**src/rtl/fetch_pkg.sv**
```systemverilog
// Shared types and constants for the instruction-fetch front end.
package fetch_pkg;

   localparam int INSTR_BYTES   = 4;
   localparam int PC_ALIGN_BITS = $clog2(INSTR_BYTES);

   // Reference widths for the shared record types below.
   localparam int FETCH_XLEN  = 32;
   localparam int FETCH_PCLEN = 32;

   typedef struct packed {
      logic [FETCH_PCLEN-1:0] pc;
      logic [FETCH_XLEN-1:0]  instr;
      logic                   dv;
   } fetch_entry_t;

   typedef struct packed {
      logic                   valid;
      logic [FETCH_PCLEN-1:0] pc;
   } redirect_t;

   // Width of a counter that must be able to hold 0..depth inclusive.
   function automatic int cnt_width(input int depth);
      return $clog2(depth + 1);
   endfunction

endpackage

```
**src/rtl/fetch_buffer_if.sv**
```systemverilog
// Bus bundle between the fetch buffer, instruction memory, the branch
// unit and decode. The master side is the fetch buffer itself.
interface fetch_buffer_if #(
   parameter int XLEN  = 32,
   parameter int PCLEN = 32,
   parameter int DEPTH = 4
);
   localparam int CW = $clog2(DEPTH + 1);

   logic             imem_req_valid;
   logic             imem_req_ready;
   logic [PCLEN-1:0] imem_req_addr;
   logic             imem_rsp_valid;
   logic [XLEN-1:0]  imem_rsp_data;
   logic             redirect_valid;
   logic [PCLEN-1:0] redirect_pc;
   logic             out_valid;
   logic             out_ready;
   logic [XLEN-1:0]  out_instr;
   logic [PCLEN-1:0] out_pc;
   logic [CW-1:0]    occupancy;

   modport master (
      output imem_req_valid, imem_req_addr,
      input  imem_req_ready,
      input  imem_rsp_valid, imem_rsp_data,
      input  redirect_valid, redirect_pc,
      output out_valid, out_instr, out_pc,
      input  out_ready,
      output occupancy
   );

   modport slave (
      input  imem_req_valid, imem_req_addr,
      output imem_req_ready,
      output imem_rsp_valid, imem_rsp_data,
      output redirect_valid, redirect_pc,
      input  out_valid, out_instr, out_pc,
      output out_ready,
      input  occupancy
   );

endinterface

```
**src/rtl/fetch_ring.sv**
```systemverilog
// DEPTH-entry prefetch ring. Entries are allocated at the tail, filled
// in order at the fill pointer and retired at the head. A flush frees
// every entry at once; stale storage contents are harmless because an
// allocation always clears the data-valid bit.
module fetch_ring
   import fetch_pkg::*;
#(
   parameter int XLEN  = 32,
   parameter int PCLEN = 32,
   parameter int DEPTH = 4,
   localparam int PW   = $clog2(DEPTH),
   localparam int CW   = cnt_width(DEPTH)
) (
   input  logic             clk,
   input  logic             rst,
   input  logic             flush_i,
   input  logic             push_i,
   input  logic [PCLEN-1:0] push_pc_i,
   input  logic             fill_i,
   input  logic             fill_wr_i,
   input  logic [XLEN-1:0]  fill_data_i,
   input  logic             pop_i,
   output logic [PCLEN-1:0] head_pc_o,
   output logic [XLEN-1:0]  head_instr_o,
   output logic             head_dv_o,
   output logic [CW-1:0]    occ_o,
   output logic [CW-1:0]    pend_o
);

   logic [PCLEN-1:0] pc_q    [DEPTH];
   logic [XLEN-1:0]  instr_q [DEPTH];
   logic [DEPTH-1:0] dv_q;
   logic [PW-1:0]    head_q, fill_q, tail_q;
   logic [CW-1:0]    occ_q, pend_q;

   // Entry storage: allocation writes the PC, fill writes the instruction.
   always_ff @(posedge clk or posedge rst) begin
      if (rst) begin
         for (int i = 0; i < DEPTH; i++) begin
            pc_q[i]    <= '0;
            instr_q[i] <= '0;
         end
         dv_q <= '0;
      end else if (!flush_i) begin
         if (push_i) begin
            pc_q[tail_q] <= push_pc_i;
            dv_q[tail_q] <= 1'b0;
         end
         if (fill_i && fill_wr_i) begin
            instr_q[fill_q] <= fill_data_i;
            dv_q[fill_q]    <= 1'b1;
         end
      end
   end

   // Pointers and counters; a fill advances the pointer even when the
   // write is suppressed because the entry is being popped by bypass.
   always_ff @(posedge clk or posedge rst) begin
      if (rst) begin
         head_q <= '0;
         fill_q <= '0;
         tail_q <= '0;
         occ_q  <= '0;
         pend_q <= '0;
      end else if (flush_i) begin
         head_q <= '0;
         fill_q <= '0;
         tail_q <= '0;
         occ_q  <= '0;
         pend_q <= '0;
      end else begin
         if (push_i) tail_q <= tail_q + PW'(1);
         if (fill_i) fill_q <= fill_q + PW'(1);
         if (pop_i)  head_q <= head_q + PW'(1);
         occ_q  <= occ_q  + CW'(push_i) - CW'(pop_i);
         pend_q <= pend_q + CW'(push_i) - CW'(fill_i);
      end
   end

   assign head_pc_o    = pc_q[head_q];
   assign head_instr_o = instr_q[head_q];
   assign head_dv_o    = dv_q[head_q];
   assign occ_o        = occ_q;
   assign pend_o       = pend_q;

endmodule

```
**src/rtl/fetch_buffer.sv**
```systemverilog
// Instruction-fetch front end with a decoupling prefetch ring.
// Generates sequential PCs, issues requests to instruction memory,
// accepts in-order responses and delivers instructions to decode.
// A redirect flushes the ring and discards responses still in flight.
// Optional build macro: FETCH_BUFFER_BYPASS_EN forwards a response
// straight to decode when it completes the only entry in the ring.
module fetch_buffer
   import fetch_pkg::*;
#(
   parameter int               XLEN     = 32,
   parameter int               PCLEN    = 32,
   parameter int               DEPTH    = 4,
   parameter logic [PCLEN-1:0] RESET_PC = '0
) (
   input  logic          clk,
   input  logic          reset,
   fetch_buffer_if.master bus
);

   localparam int               CW         = cnt_width(DEPTH);
   localparam logic [CW-1:0]    DEPTH_C    = CW'(DEPTH);
   localparam logic [PCLEN-1:0] PC_STEP    = PCLEN'(INSTR_BYTES);
   localparam logic [PCLEN-1:0] ALIGN_MASK = ~PCLEN'(INSTR_BYTES - 1);

   logic [PCLEN-1:0] pc_q, pc_d;
   logic [CW-1:0]    drop_q, drop_d;
   logic [CW:0]      drop_sum;
   logic [CW-1:0]    occ, pend;
   logic             req_fire, fill, fill_wr, pop;
   logic [PCLEN-1:0] head_pc;
   logic [XLEN-1:0]  head_instr;
   logic             head_dv;

   // Held low through reset so nothing is requested until it releases.
   assign bus.imem_req_valid = ~reset & (occ < DEPTH_C) & ~bus.redirect_valid;
   assign bus.imem_req_addr  = pc_q;
   assign bus.occupancy      = occ;

   assign req_fire = bus.imem_req_valid & bus.imem_req_ready;
   assign fill     = bus.imem_rsp_valid & ~bus.redirect_valid & (drop_q == '0);
   assign pop      = bus.out_valid & bus.out_ready;

`ifdef FETCH_BUFFER_BYPASS_EN
   logic bypass;
   assign bypass = fill & (occ == CW'(1)) & (pend == CW'(1));

   // Decode view: registered head, or the arriving beat when it completes the sole entry.
   always_comb begin
      bus.out_valid = ~bus.redirect_valid & (((occ != '0) & head_dv) | bypass);
      bus.out_instr = bypass ? bus.imem_rsp_data : head_instr;
      bus.out_pc    = head_pc;
      fill_wr       = fill & ~(bypass & bus.out_ready);
   end
`else
   // Decode view: registered head entry only.
   always_comb begin
      bus.out_valid = ~bus.redirect_valid & (occ != '0) & head_dv;
      bus.out_instr = head_instr;
      bus.out_pc    = head_pc;
      fill_wr       = fill;
   end
`endif

   // Next fetch PC: redirect target (word aligned) or sequential step.
   always_comb begin
      pc_d = pc_q;
      if (bus.redirect_valid) begin
         pc_d = bus.redirect_pc & ALIGN_MASK;
      end else if (req_fire) begin
         pc_d = pc_q + PC_STEP;
      end
   end

   // Orphaned-beat count: a redirect adds every still-pending entry, less
   // the beat arriving in the redirect cycle itself, which is discarded.
   always_comb begin
      drop_sum = {1'b0, drop_q} + {1'b0, pend};
      if (bus.imem_rsp_valid && (drop_sum != '0)) begin
         drop_sum = drop_sum - (CW+1)'(1);
      end
      drop_d = drop_q;
      if (bus.redirect_valid) begin
         drop_d = (drop_sum > {1'b0, DEPTH_C}) ? DEPTH_C : drop_sum[CW-1:0];
      end else if (bus.imem_rsp_valid && (drop_q != '0)) begin
         drop_d = drop_q - CW'(1);
      end
   end

   // Fetch PC and drop counter registers.
   always_ff @(posedge clk or posedge reset) begin
      if (reset) begin
         pc_q   <= RESET_PC;
         drop_q <= '0;
      end else begin
         pc_q   <= pc_d;
         drop_q <= drop_d;
      end
   end

   fetch_ring #(
      .XLEN  (XLEN),
      .PCLEN (PCLEN),
      .DEPTH (DEPTH)
   ) u_ring (
      .clk          (clk),
      .rst          (reset),
      .flush_i      (bus.redirect_valid),
      .push_i       (req_fire),
      .push_pc_i    (pc_q),
      .fill_i       (fill),
      .fill_wr_i    (fill_wr),
      .fill_data_i  (bus.imem_rsp_data),
      .pop_i        (pop),
      .head_pc_o    (head_pc),
      .head_instr_o (head_instr),
      .head_dv_o    (head_dv),
      .occ_o        (occ),
      .pend_o       (pend)
   );

endmodule

```
**src/flat_wrapper.sv**
```systemverilog
// flat-port wrapper written by rule: the top's interface ports become plain ports
module fetch_buffer_flat import fetch_pkg::*;
#(
   parameter int               XLEN     = 32,
   parameter int               PCLEN    = 32,
   parameter int               DEPTH    = 4,
   parameter logic [PCLEN-1:0] RESET_PC = '0
)
  (clk, reset, bus_imem_req_valid, bus_imem_req_addr, bus_imem_req_ready, bus_imem_rsp_valid, bus_imem_rsp_data, bus_redirect_valid, bus_redirect_pc, bus_out_valid, bus_out_instr, bus_out_pc, bus_out_ready, bus_occupancy);
  fetch_buffer_if #(.XLEN(XLEN), .PCLEN(PCLEN), .DEPTH(DEPTH)) bus_i ();
  input  logic clk;
  input  logic reset;
  output wire logic [$bits(bus_i.imem_req_valid)-1:0] bus_imem_req_valid;
  output wire logic [$bits(bus_i.imem_req_addr)-1:0] bus_imem_req_addr;
  input wire logic [$bits(bus_i.imem_req_ready)-1:0] bus_imem_req_ready;
  input wire logic [$bits(bus_i.imem_rsp_valid)-1:0] bus_imem_rsp_valid;
  input wire logic [$bits(bus_i.imem_rsp_data)-1:0] bus_imem_rsp_data;
  input wire logic [$bits(bus_i.redirect_valid)-1:0] bus_redirect_valid;
  input wire logic [$bits(bus_i.redirect_pc)-1:0] bus_redirect_pc;
  output wire logic [$bits(bus_i.out_valid)-1:0] bus_out_valid;
  output wire logic [$bits(bus_i.out_instr)-1:0] bus_out_instr;
  output wire logic [$bits(bus_i.out_pc)-1:0] bus_out_pc;
  input wire logic [$bits(bus_i.out_ready)-1:0] bus_out_ready;
  output wire logic [$bits(bus_i.occupancy)-1:0] bus_occupancy;
  assign bus_imem_req_valid = bus_i.imem_req_valid;
  assign bus_imem_req_addr = bus_i.imem_req_addr;
  assign bus_i.imem_req_ready = bus_imem_req_ready;
  assign bus_i.imem_rsp_valid = bus_imem_rsp_valid;
  assign bus_i.imem_rsp_data = bus_imem_rsp_data;
  assign bus_i.redirect_valid = bus_redirect_valid;
  assign bus_i.redirect_pc = bus_redirect_pc;
  assign bus_out_valid = bus_i.out_valid;
  assign bus_out_instr = bus_i.out_instr;
  assign bus_out_pc = bus_i.out_pc;
  assign bus_i.out_ready = bus_out_ready;
  assign bus_occupancy = bus_i.occupancy;
  fetch_buffer #(.XLEN(XLEN), .PCLEN(PCLEN), .DEPTH(DEPTH), .RESET_PC(RESET_PC)) u_core (.clk(clk), .reset(reset), .bus(bus_i));
endmodule
```
**config.mk**
```make
export PLATFORM = sky130hd
export DESIGN_NAME = fetch_buffer_flat
export DESIGN_NICKNAME = d
export VERILOG_FILES = /design/src/rtl/fetch_pkg.sv /design/src/rtl/fetch_buffer_if.sv /design/src/rtl/fetch_ring.sv /design/src/rtl/fetch_buffer.sv /design/src/flat_wrapper.sv
export SDC_FILE = /design/constraint.sdc
export NUM_CORES = 1
export LEC_CHECK = 0
export ABC_CLOCK_PERIOD_IN_PS = 9600
export BUFFER_PORTS_ARGS = -buffer_cell sky130_fd_sc_hd__buf_2
export CAP_MARGIN = 20
export CORE_ASPECT_RATIO = 1.25
export CORE_MARGIN = 2
export CORE_UTILIZATION = 58
export DETAILED_ROUTE_END_ITERATION = 8
export HOLD_SLACK_MARGIN = 0.06
export PLACE_DENSITY = 0.8
export SLEW_MARGIN = 10
export SYNTH_ARGS = -nofsm -noshare
export SYNTH_HDL_FRONTEND = slang
export SYNTH_SLANG_ARGS = --single-unit
```
**constraint.sdc**
```tcl
create_clock -name clk -period 9.6 [get_ports clk]
set_input_delay 0 -clock clk [delete_from_list [all_inputs] [get_ports clk]]
set_output_delay 0 -clock clk [all_outputs]
set_load 0.02 [all_outputs]
```
==> results of run 1 <==
## cells by family after synthesis
kind of cell	synth area share (%)
compound gates	2.920
xor+xnor	2.057
fa+ha+maj	2.186
buf+inv	2.617
flops	54.55
mux	29.82
other cells	0.02752
simple gates	5.831
## flip-flops by register name (all words and copies together) (netlist names)
| signal | count |
|---|---|
| u_core.u_ring.occ_o | 3 |
| u_core.u_ring.dv_q | 4 |
| u_core.bus.imem_req_addr | 30 |
| u_core.u_ring.head_q | 2 |
| u_core.u_ring.pend_o | 3 |
| u_core.drop_q | 3 |
| u_core.u_ring.pc_q | 120 |
| u_core.u_ring.instr_q | 128 |
| u_core.u_ring.fill_q | 2 |
| u_core.u_ring.tail_q | 2 |
## cell type report
class | count | area, um^2 | share of cell area (%)
clock buffers | 34 | 784.5 | 4.801
clock inverters | 17 | 224.0 | 1.371
repair buffers | 243 | 1597 | 9.771
flip-flops and latches | 297 | 7440 | 45.53
multi-input cells | 581 | 5848 | 35.79
well taps | 288 | 360.3 | 2.205
inverters | 21 | 86.33 | 0.5284
## worst max-delay path by stage
stage                                               end  slack [ns]  cells past startpoint
2_1_floorplan  u_core.bus.imem_req_addr[10]$_DFFE_PP0N_        1.40                      1
3_3_place_gp           u_core.u_ring.occ_o[2]$_DFF_PP0_        6.38                     10
3_5_place_dp           u_core.u_ring.occ_o[2]$_DFF_PP0_        6.36                     10
4_1_cts                u_core.u_ring.occ_o[2]$_DFF_PP0_        6.32                     10
5_1_grt                u_core.u_ring.occ_o[2]$_DFF_PP0_        6.11                     10
6_report               u_core.u_ring.occ_o[2]$_DFF_PP0_        6.31                     10
## layout by cell type (no fill, tap or decap), types with 4 or more instances in the layout
master and n:
nand2_1 75, a21oi_1 8, dfrtp_1 295, nor3_1 6, xor2_1 17, nor4_1 4
mux2_1 7, and3_1 5, bufinv_16 5, clkbuf_8 4, clkbuf_16 29, xnor2_1 15
mux2_2 226, inv_1 17, mux4_2 63, buf_2 164, dlygate4sd3_1 68, o21ai_0 30
a211oi_1 4, conb_1 4, nand4_1 13, buf_4 10, nand3_1 9, ha_1 19
nor2_1 21, o21ai_1 13, clkinv_2 9
## per-layer routing
metal | global-route usage (%) | part of all wire [%] | vias up
met2 | 41.79 | 52 | 209
met4 | 6.917 | 2.3 | 0
met3 | 3.162 | 4.1 | 53
met1 | 31.97 | 42 | 4493
li1 | - | - | 3898
met5 | 0 | 0 | -
## where the power goes
group	internal [uW]	switching, uW	total (uW)	leakage (uW)
Clock	718	481	1200	0.000508
Combinational	495	479	974	0.00338
Sequential	1510	163	1670	0.00392
## tightest hold or removal path: stages
cell and delay, ns:
buf_2 0.09, buf_4 0.34, nand2_1 0.14, o21ai_1 0.06
## stage by stage
stage,hold slack (ns),area [um^2],utilization (%)
floorplan,0.08739,13640,-
global placement,0.2104,14650,63.59
detailed placement,0.2138,14650,63.59
CTS,0.1153,16340,70.92
global route,0.1693,16340,70.92
finish,0.1357,16340,70.92
==> impl_metrics.ini, run 1 <==
[status]
status = completed

[clocking]
count_of_cells_resized_by_post_cts_repair = 0
postCtsSetupRepairBufs = 0
cts.path.max_buffers = 3
tritoncts = built
holdBufCountCts = 68
worstSkewPairLatency_ns = 0.54
clock-root-buffer = clkbuf_16
htreeDepth = 1
clk_pin_slew_ns = 0.06
clkSinkCount = 297
tritoncts.num_buffers = 29

[placement]
post-place-ws_ns = 6.355
routabilityCongestion = 0.7559
dp_hpwl_mm = 17.11
placement.io_buffers = 164
numPlacedInstances = 1362

[final_layout]
areaGrowthSynthToFinish_pct = 19.92
final_cells = 1481
antenna-diode-count = 0
drive_above_1_share_pct = 44.17
finalNetCount = 1265
num-fill-cells = 1527

[die]
die_area_mm2 = 0.02474
dieHeight_um = 175.4
die_boundary_width_um = 141.1
coreArea_mm2 = 0.02304
placement_rows = 62
top_level_ports = 171
start_util_pct = 59.14

[hold_path]
hold_class = in -> reg
timing.hold.worst_endpoint = u_core.bus.imem_req_addr[14]$_DFFE_PP0N_
timing.hold.worst.start = bus_redirect_valid
worstHoldPathCells = 4

[synth]
syn-cell-area_mm2 = 0.01363
yosys_register_bits = 297
netlist-cell-type-count = 56
synthesis.yosys.warnings = 0
synth_cells = 957
avgSynthCellArea_um2 = 14.24
synth_flop_type = dfrtp_1
post-synth-top-count-cell = dfrtp_1
sequential_fraction_of_the_synthesis_area_pct = 54.55
share_of_the_synthesized_area_in_the_top_cell_type_pct = 54.55
post_synth_most_frequent_cells = dfrtp_1, mux2_2, nand2_1
synthTopCellsByArea = dfrtp_1, mux2_2, mux4_2
synth_largest_area_cell = dfrtp_1
synth-edff-count = 0
async_reset_ff_share_pct = 100.0

[setup_path]
critical_path_required_ns = 9.99
cpLargestDelayFamily = flip-flops
cp_num_buf_inv = 2
setup.worst_path.start = u_core.u_ring.head_q[0]$_DFFE_PP0P_
crit_path_cell_trace = mux4_2, nor3b_1, and2_1, ha_1, inv_1, ha_1, inv_1, fa_1, xnor2_1, nor2_1
timing.critical_path.slowest_cell_delay_ns = 0.99
timing.rr.start = u_core.u_ring.head_q[0]$_DFFE_PP0P_
path_max_fanout = 38
crit-reg2reg-capture = u_core.u_ring.occ_o[2]$_DFF_PP0_
ff2ff_path_depth = 10
worst_path_max_delay_cell = dfrtp_4
critical_path.endpoint_type = flip-flop
timing_worst_setup_path_type = reg -> reg
crit_arrival_ns = 3.68
setup.worst_path.start_class = flip-flop
regToRegSetupSlack_ns = 6.31

[power_and_ir_drop]
power_density_mw_per_mm2 = 235.2
ir_worst_vdd_mv = 0.1368
cellLeakagePower_uw = 0.007811
report.power.total_uw = 3843

[route]
firstDrtPassIters = 6
totalWireLength_mm = 29.17
vias = 8653
detail_route.iter0.violations = 510
final_antenna_net_count = 0
drcViolationCount = 0
avg_wl_per_cell_um = 19.70
vias_per_cell = 5.843

[timing]
crit_path_time_final_ns = 3.290
worstMarginPinSlew_ns = 1.085
relSlewSlack_pct = 27.66
final-max-slew-violation-count = 0
setup_repair_after_global_routing_missed_its_margin = no
fmax_ghz = 0.3039
final_report_hold_violation_count = 0
setup-violations-final = 0
setup_tns_ns = 0
fin_ws_ns = 6.310
clock-skew-final_ns = 0.01198
min_period_over_period_pct = 34.28

[job]
maxCapViolations = 0

[global_route]
grt_start_max_net_pins = 185
grt_antenna_before_repair = 0
global_route.overflow_total = 0
via_count_of_the_first_global_routing_pass = 9119
gr-usage-all-layers_pct = 24.03
grt_first_pass_wirelength_mm = 47.51
Power figures use the tool's default switching activity.
==> inputs of run 2 (changes only) <==
Settings changed: ABC_CLOCK_PERIOD_IN_PS 9600 to 3100.
Clock period 9.6 ns to 3.1 ns, I/O delays scaled along.
==> impl_metrics.ini, run 2 (synthesis results as in run 1) <==
[status]
status = completed

[timing]
setup_repair_after_global_routing_missed_its_margin = no
final_report_hold_violation_count = 0
setup-violations-final = 0
final-max-slew-violation-count = 0
relSlewSlack_pct = 30.23
fmax_ghz = 0.3568
min_period_over_period_pct = 90.41
clock-skew-final_ns = 0.005868
worstMarginPinSlew_ns = 1.047
crit_path_time_final_ns = 2.803

[route]
avg_wl_per_cell_um = 19.41
detail_route.iter0.violations = 498
vias_per_cell = 5.805
vias = 8685
totalWireLength_mm = 29.04
final_antenna_net_count = 0
firstDrtPassIters = 5
drcViolationCount = 0

[hold_path]
worstHoldPathCells = 4
timing.hold.worst.start = bus_redirect_pc[4]
hold_class = in -> reg
timing.hold.worst_endpoint = u_core.bus.imem_req_addr[4]$_DFFE_PP0N_

[setup_path]
worst_path_max_delay_cell = mux4_2
critical_path_required_ns = 3.10
cpLargestDelayFamily = buffers and inverters
timing_worst_setup_path_type = reg -> out
cp_num_buf_inv = 3
setup.worst_path.start_class = flip-flop
timing.critical_path.slowest_cell_delay_ns = 0.60
timing.rr.start = u_core.drop_q[0]$_DFFE_PP0P_
path_max_fanout = 37
crit-reg2reg-capture = u_core.drop_q[0]$_DFFE_PP0P_
crit_arrival_ns = 2.80
critical_path.endpoint_type = primary output
ff2ff_path_depth = 8
regToRegSetupSlack_ns = 0.50
crit_path_cell_trace = buf_4, buf_6, mux4_2, buf_2

[clocking]
clkSinkCount = 297
clock-root-buffer = clkbuf_16
tritoncts = built
htreeDepth = 1
postCtsSetupRepairBufs = 0
worstSkewPairLatency_ns = 0.54
clk_pin_slew_ns = 0.06
cts.path.max_buffers = 3
tritoncts.num_buffers = 28

[die]
placement_rows = 62
top_level_ports = 171
coreArea_mm2 = 0.02304
die_boundary_width_um = 141.1
dieHeight_um = 175.4
die_area_mm2 = 0.02474
start_util_pct = 59.14

[final_layout]
drive_above_1_share_pct = 44.04
finalNetCount = 1278
areaGrowthSynthToFinish_pct = 21.27
top_register = u_core.u_ring.instr_q
top_library_cells_by_usage_in_the_layout_fill_and_taps_aside = dfrtp_1, mux2_2, buf_2
num-fill-cells = 1532
layout.area.seq_mm2 = 0.007440
layout_commonest_cell = dfrtp_1
multiInputGateArea_mm2 = 0.005848
largest_reg_flops = 128
final_cells = 1496
antenna-diode-count = 0

[global_route]
gr-usage-all-layers_pct = 23.96
grt_start_max_net_pins = 116
grt_antenna_before_repair = 0
global_route.overflow_total = 0
via_count_of_the_first_global_routing_pass = 9233
grt_first_pass_wirelength_mm = 47.80

[placement]
dp_hpwl_mm = 17.71
routabilityCongestion = 0.7779
placement.io_buffers = 164
numPlacedInstances = 1372

[job]
maxCapViolations = 0

[power_and_ir_drop]
report.power.total_uw = 12030
ir_worst_vdd_mv = 0.6419
cellLeakagePower_uw = 0.007891
power_density_mw_per_mm2 = 728.1
run 2: worst min-delay path: stages:
cell and delay (ns):
dlygate4sd3_1 0.51, buf_2 0.09, nand2_1 0.04, o21ai_0 0.06
run 2: per-layer routing:
layer / up-vias / GRT usage [%] / routed length (um)
met5: - / 0 / 0
met4: 0 / 6.708 / 640
met3: 45 / 3.735 / 1399
met2: 248 / 42.25 / 15050
met1: 4459 / 31.00 / 11950
li1: 3933 / - / -
run 2: layout make-up:
class	instances	share of cell area, %
sequential	297	45.03
clock buffer	44	5.217
clock inverter	8	1.151
inverter	21	0.4998
tap	288	2.181
multi-input combinational	581	35.39
timing repair buffer	257	10.53
run 2: what timing repair did:
item	4_1_cts	5_1_grt
endpoints found under the setup margin	2	0
gates resized for setup	1	0
hold buffers	72	0
endpoints found under the hold margin	468	0
run 2: power by group:
group / total [uW] / internal, uW / switching, uW / leakage [uW]
registers: 5150 / 4660 / 482 / 0.00392
logic: 3050 / 1540 / 1500 / 0.00345
clock network: 3840 / 2400 / 1440 / 0.000516
run 2: stage by stage:
stage | utilization (%) | setup WS (ns) | setup TNS, ns | hold slack (ns) | area [um^2]
after floorplan | - | -0.8451 | -250.99 | 0.08739 | 13640
after global placement | 64.01 | 0.5674 | 0 | 0.08085 | 14750
after detailed placement | 64.01 | 0.5621 | 0 | 0.07880 | 14750
after CTS | 71.72 | 0.2033 | 0 | 0.1911 | 16520
after global routing | 71.72 | 0.09659 | 0 | 0.2173 | 16520
final | 71.72 | 0.2973 | 0 | 0.2133 | 16520
run 2: worst max path at each step:
stage	slack, ns	end	start	cells after the start
global route	0.1	bus_out_instr[8]	u_core.u_ring.head_q[0]$_DFFE_PP0P_	4
detailed placement	0.56	bus_out_pc[17]	u_core.u_ring.head_q[0]$_DFFE_PP0P_	4
global placement	0.57	bus_out_pc[17]	u_core.u_ring.head_q[0]$_DFFE_PP0P_	4
CTS	0.20	bus_out_instr[3]	u_core.u_ring.head_q[0]$_DFFE_PP0P_	4
floorplan	-0.85	u_core.bus.imem_req_addr[10]$_DFFE_PP0N_	reset	1
finish	0.30	bus_out_instr[3]	u_core.u_ring.head_q[0]$_DFFE_PP0P_	4
==> inputs of run 3 (changes only) <==
Settings changed: ABC_CLOCK_PERIOD_IN_PS 3100 to 3150.
Clock period 3.1 ns to 3.15 ns, I/O delays scaled along.
==> impl_metrics.ini, run 3 (synthesis results as in run 1) <==
[status]
status = completed

[route]
avg_wl_per_cell_um = 19.77
vias = 8771
vias_per_cell = 5.871
final_antenna_net_count = 0
firstDrtPassIters = 5
drcViolationCount = 0
totalWireLength_mm = 29.53
detail_route.iter0.violations = 449

[clocking]
htreeDepth = 1
tritoncts = built
clk_pin_slew_ns = 0.06
clock-root-buffer = clkbuf_16
tritoncts.num_buffers = 28
cts.path.max_buffers = 3
clkSinkCount = 297
worstSkewPairLatency_ns = 0.54
postCtsSetupRepairBufs = 0

[final_layout]
largest_reg_flops = 128
num-fill-cells = 1531
layout.cell_area.non_filler_mm2 = 0.01642
layout_commonest_cell = dfrtp_1
top_library_cells_by_usage_in_the_layout_fill_and_taps_aside = dfrtp_1, mux2_2, buf_2
finalNetCount = 1278
areaGrowthSynthToFinish_pct = 20.51
drive_above_1_share_pct = 44.03
antenna-diode-count = 0
final_cells = 1494
top_register = u_core.u_ring.instr_q

[power_and_ir_drop]
ir_worst_vdd_mv = 0.4290
cellLeakagePower_uw = 0.007846
report.power.total_uw = 11510
power_density_mw_per_mm2 = 701.3

[setup_path]
ff2ff_path_depth = 10
timing_worst_setup_path_type = reg -> out
critical_path.endpoint_type = primary output
cp_num_buf_inv = 3
crit_arrival_ns = 2.83
crit_path_cell_trace = buf_4, buf_6, mux4_2, buf_2
regToRegSetupSlack_ns = 0.61
timing.critical_path.slowest_cell_delay_ns = 0.61
cpLargestDelayFamily = buffers and inverters
worst_path_max_delay_cell = mux4_2
setup.worst_path.start_class = flip-flop
crit-reg2reg-capture = u_core.u_ring.occ_o[2]$_DFF_PP0_
critical_path_required_ns = 3.15
timing.rr.start = u_core.u_ring.head_q[0]$_DFFE_PP0P_
path_max_fanout = 37

[timing]
worstMarginPinSlew_ns = 1.046
setup_repair_after_global_routing_missed_its_margin = no
min_period_over_period_pct = 89.76
setup-violations-final = 0
relSlewSlack_pct = 30.29
fmax_ghz = 0.3537
clock-skew-final_ns = 0.01869
final_report_hold_violation_count = 0
final-max-slew-violation-count = 0
crit_path_time_final_ns = 2.827

[global_route]
grt_start_max_net_pins = 110
grt_antenna_before_repair = 0
gr-usage-all-layers_pct = 24.57
grt_first_pass_wirelength_mm = 48.82
via_count_of_the_first_global_routing_pass = 9333
global_route.overflow_total = 0

[die]
start_util_pct = 59.14
dieHeight_um = 175.4
die_area_mm2 = 0.02474
top_level_ports = 171
placement_rows = 62
die_boundary_width_um = 141.1
coreArea_mm2 = 0.02304

[placement]
routabilityCongestion = 0.7735
placement.io_buffers = 164
placedInstanceArea_mm2 = 0.01474
dp_hpwl_mm = 17.76
numPlacedInstances = 1371

[job]
maxCapViolations = 0

[hold_path]
timing.hold.worst_endpoint = u_core.bus.imem_req_addr[5]$_DFFE_PP0N_
timing.hold.worst.start = bus_redirect_pc[5]
hold_class = in -> reg
worstHoldPathCells = 4
[run 3: cell count changes in the layout (fill, tap and decap cells not counted)]
cell           before  now
clkinvlp_4          1    2
clkinv_2            2    7
bufinv_16           6    3
dlygate4sd3_1      72   73
clkbuf_8            8    5
buf_4              17   16
clkbuf_1            7    5
[run 3: worst max-delay path by stage]
stage                                        start  slack (ns)                                  endpoint  cells past startpoint
2_1_floorplan                                reset       -0.80  u_core.bus.imem_req_addr[10]$_DFFE_PP0N_                      1
3_3_place_gp   u_core.u_ring.head_q[0]$_DFFE_PP0P_        0.62                            bus_out_pc[17]                      4
3_5_place_dp   u_core.u_ring.head_q[0]$_DFFE_PP0P_        0.60                            bus_out_pc[17]                      4
4_1_cts        u_core.u_ring.head_q[0]$_DFFE_PP0P_        0.03                            bus_out_pc[17]                      4
5_1_grt        u_core.u_ring.head_q[0]$_DFFE_PP0P_        0.14                          bus_out_instr[9]                      4
6_report       u_core.u_ring.head_q[0]$_DFFE_PP0P_        0.32                          bus_out_instr[9]                      4
[run 3: routing by layer]
layer	part of all wire (%)	global-route usage, %
met1	41	32.75
met2	52	42.31
met3	5.2	3.490
met5	0	0
met4	2.3	7.375
[run 3: per-stage QoR]
step | setup slack, ns | hold WS [ns] | setup TNS (ns) | util (%)
2_1_floorplan | -0.7951 | 0.08739 | -236.14 | -
3_3_place_gp | 0.6156 | -0.02055 | 0 | 63.97
3_5_place_dp | 0.6008 | -0.01458 | 0 | 63.97
4_1_cts | 0.03485 | 0.1901 | 0 | 71.25
5_1_grt | 0.1425 | 0.2439 | 0 | 71.27
6_report | 0.3227 | 0.2190 | 0 | 71.27
[run 3: timing repair]
item                                   in CTS  in global routing
hold buffers                               73                  0
setup endpoints to repair                   0                 33
endpoints found under the hold margin     467                  0
gates resized for setup                     0                  1
[run 3: area by class of cell]
| type | count | area, um^2 | share of cell area (%) |
|---|---|---|---|
| inverters | 21 | 82.58 | 0.5029 |
| repair buffers | 257 | 1743 | 10.61 |
| flip-flops and latches | 297 | 7440 | 45.31 |
| clock buffers | 39 | 813.3 | 4.953 |
| clock inverters | 11 | 132.6 | 0.8077 |
| multi-input cells | 581 | 5848 | 35.62 |
| well taps | 288 | 360.3 | 2.195 |
[run 3: report_power, final]
| part | switching, uW | internal [uW] | total [uW] |
|---|---|---|---|
| sequential | 471 | 4590 | 5060 |
| combinational | 1480 | 1520 | 3000 |
| clock | 1420 | 2040 | 3460 |
| total | 3370 | 8150 | 11500 |
[run 3: tightest hold or removal path, stage by stage]
cell           delay, ns
dlygate4sd3_1       0.51
buf_2               0.09
nand2_1             0.04
o21ai_0             0.06
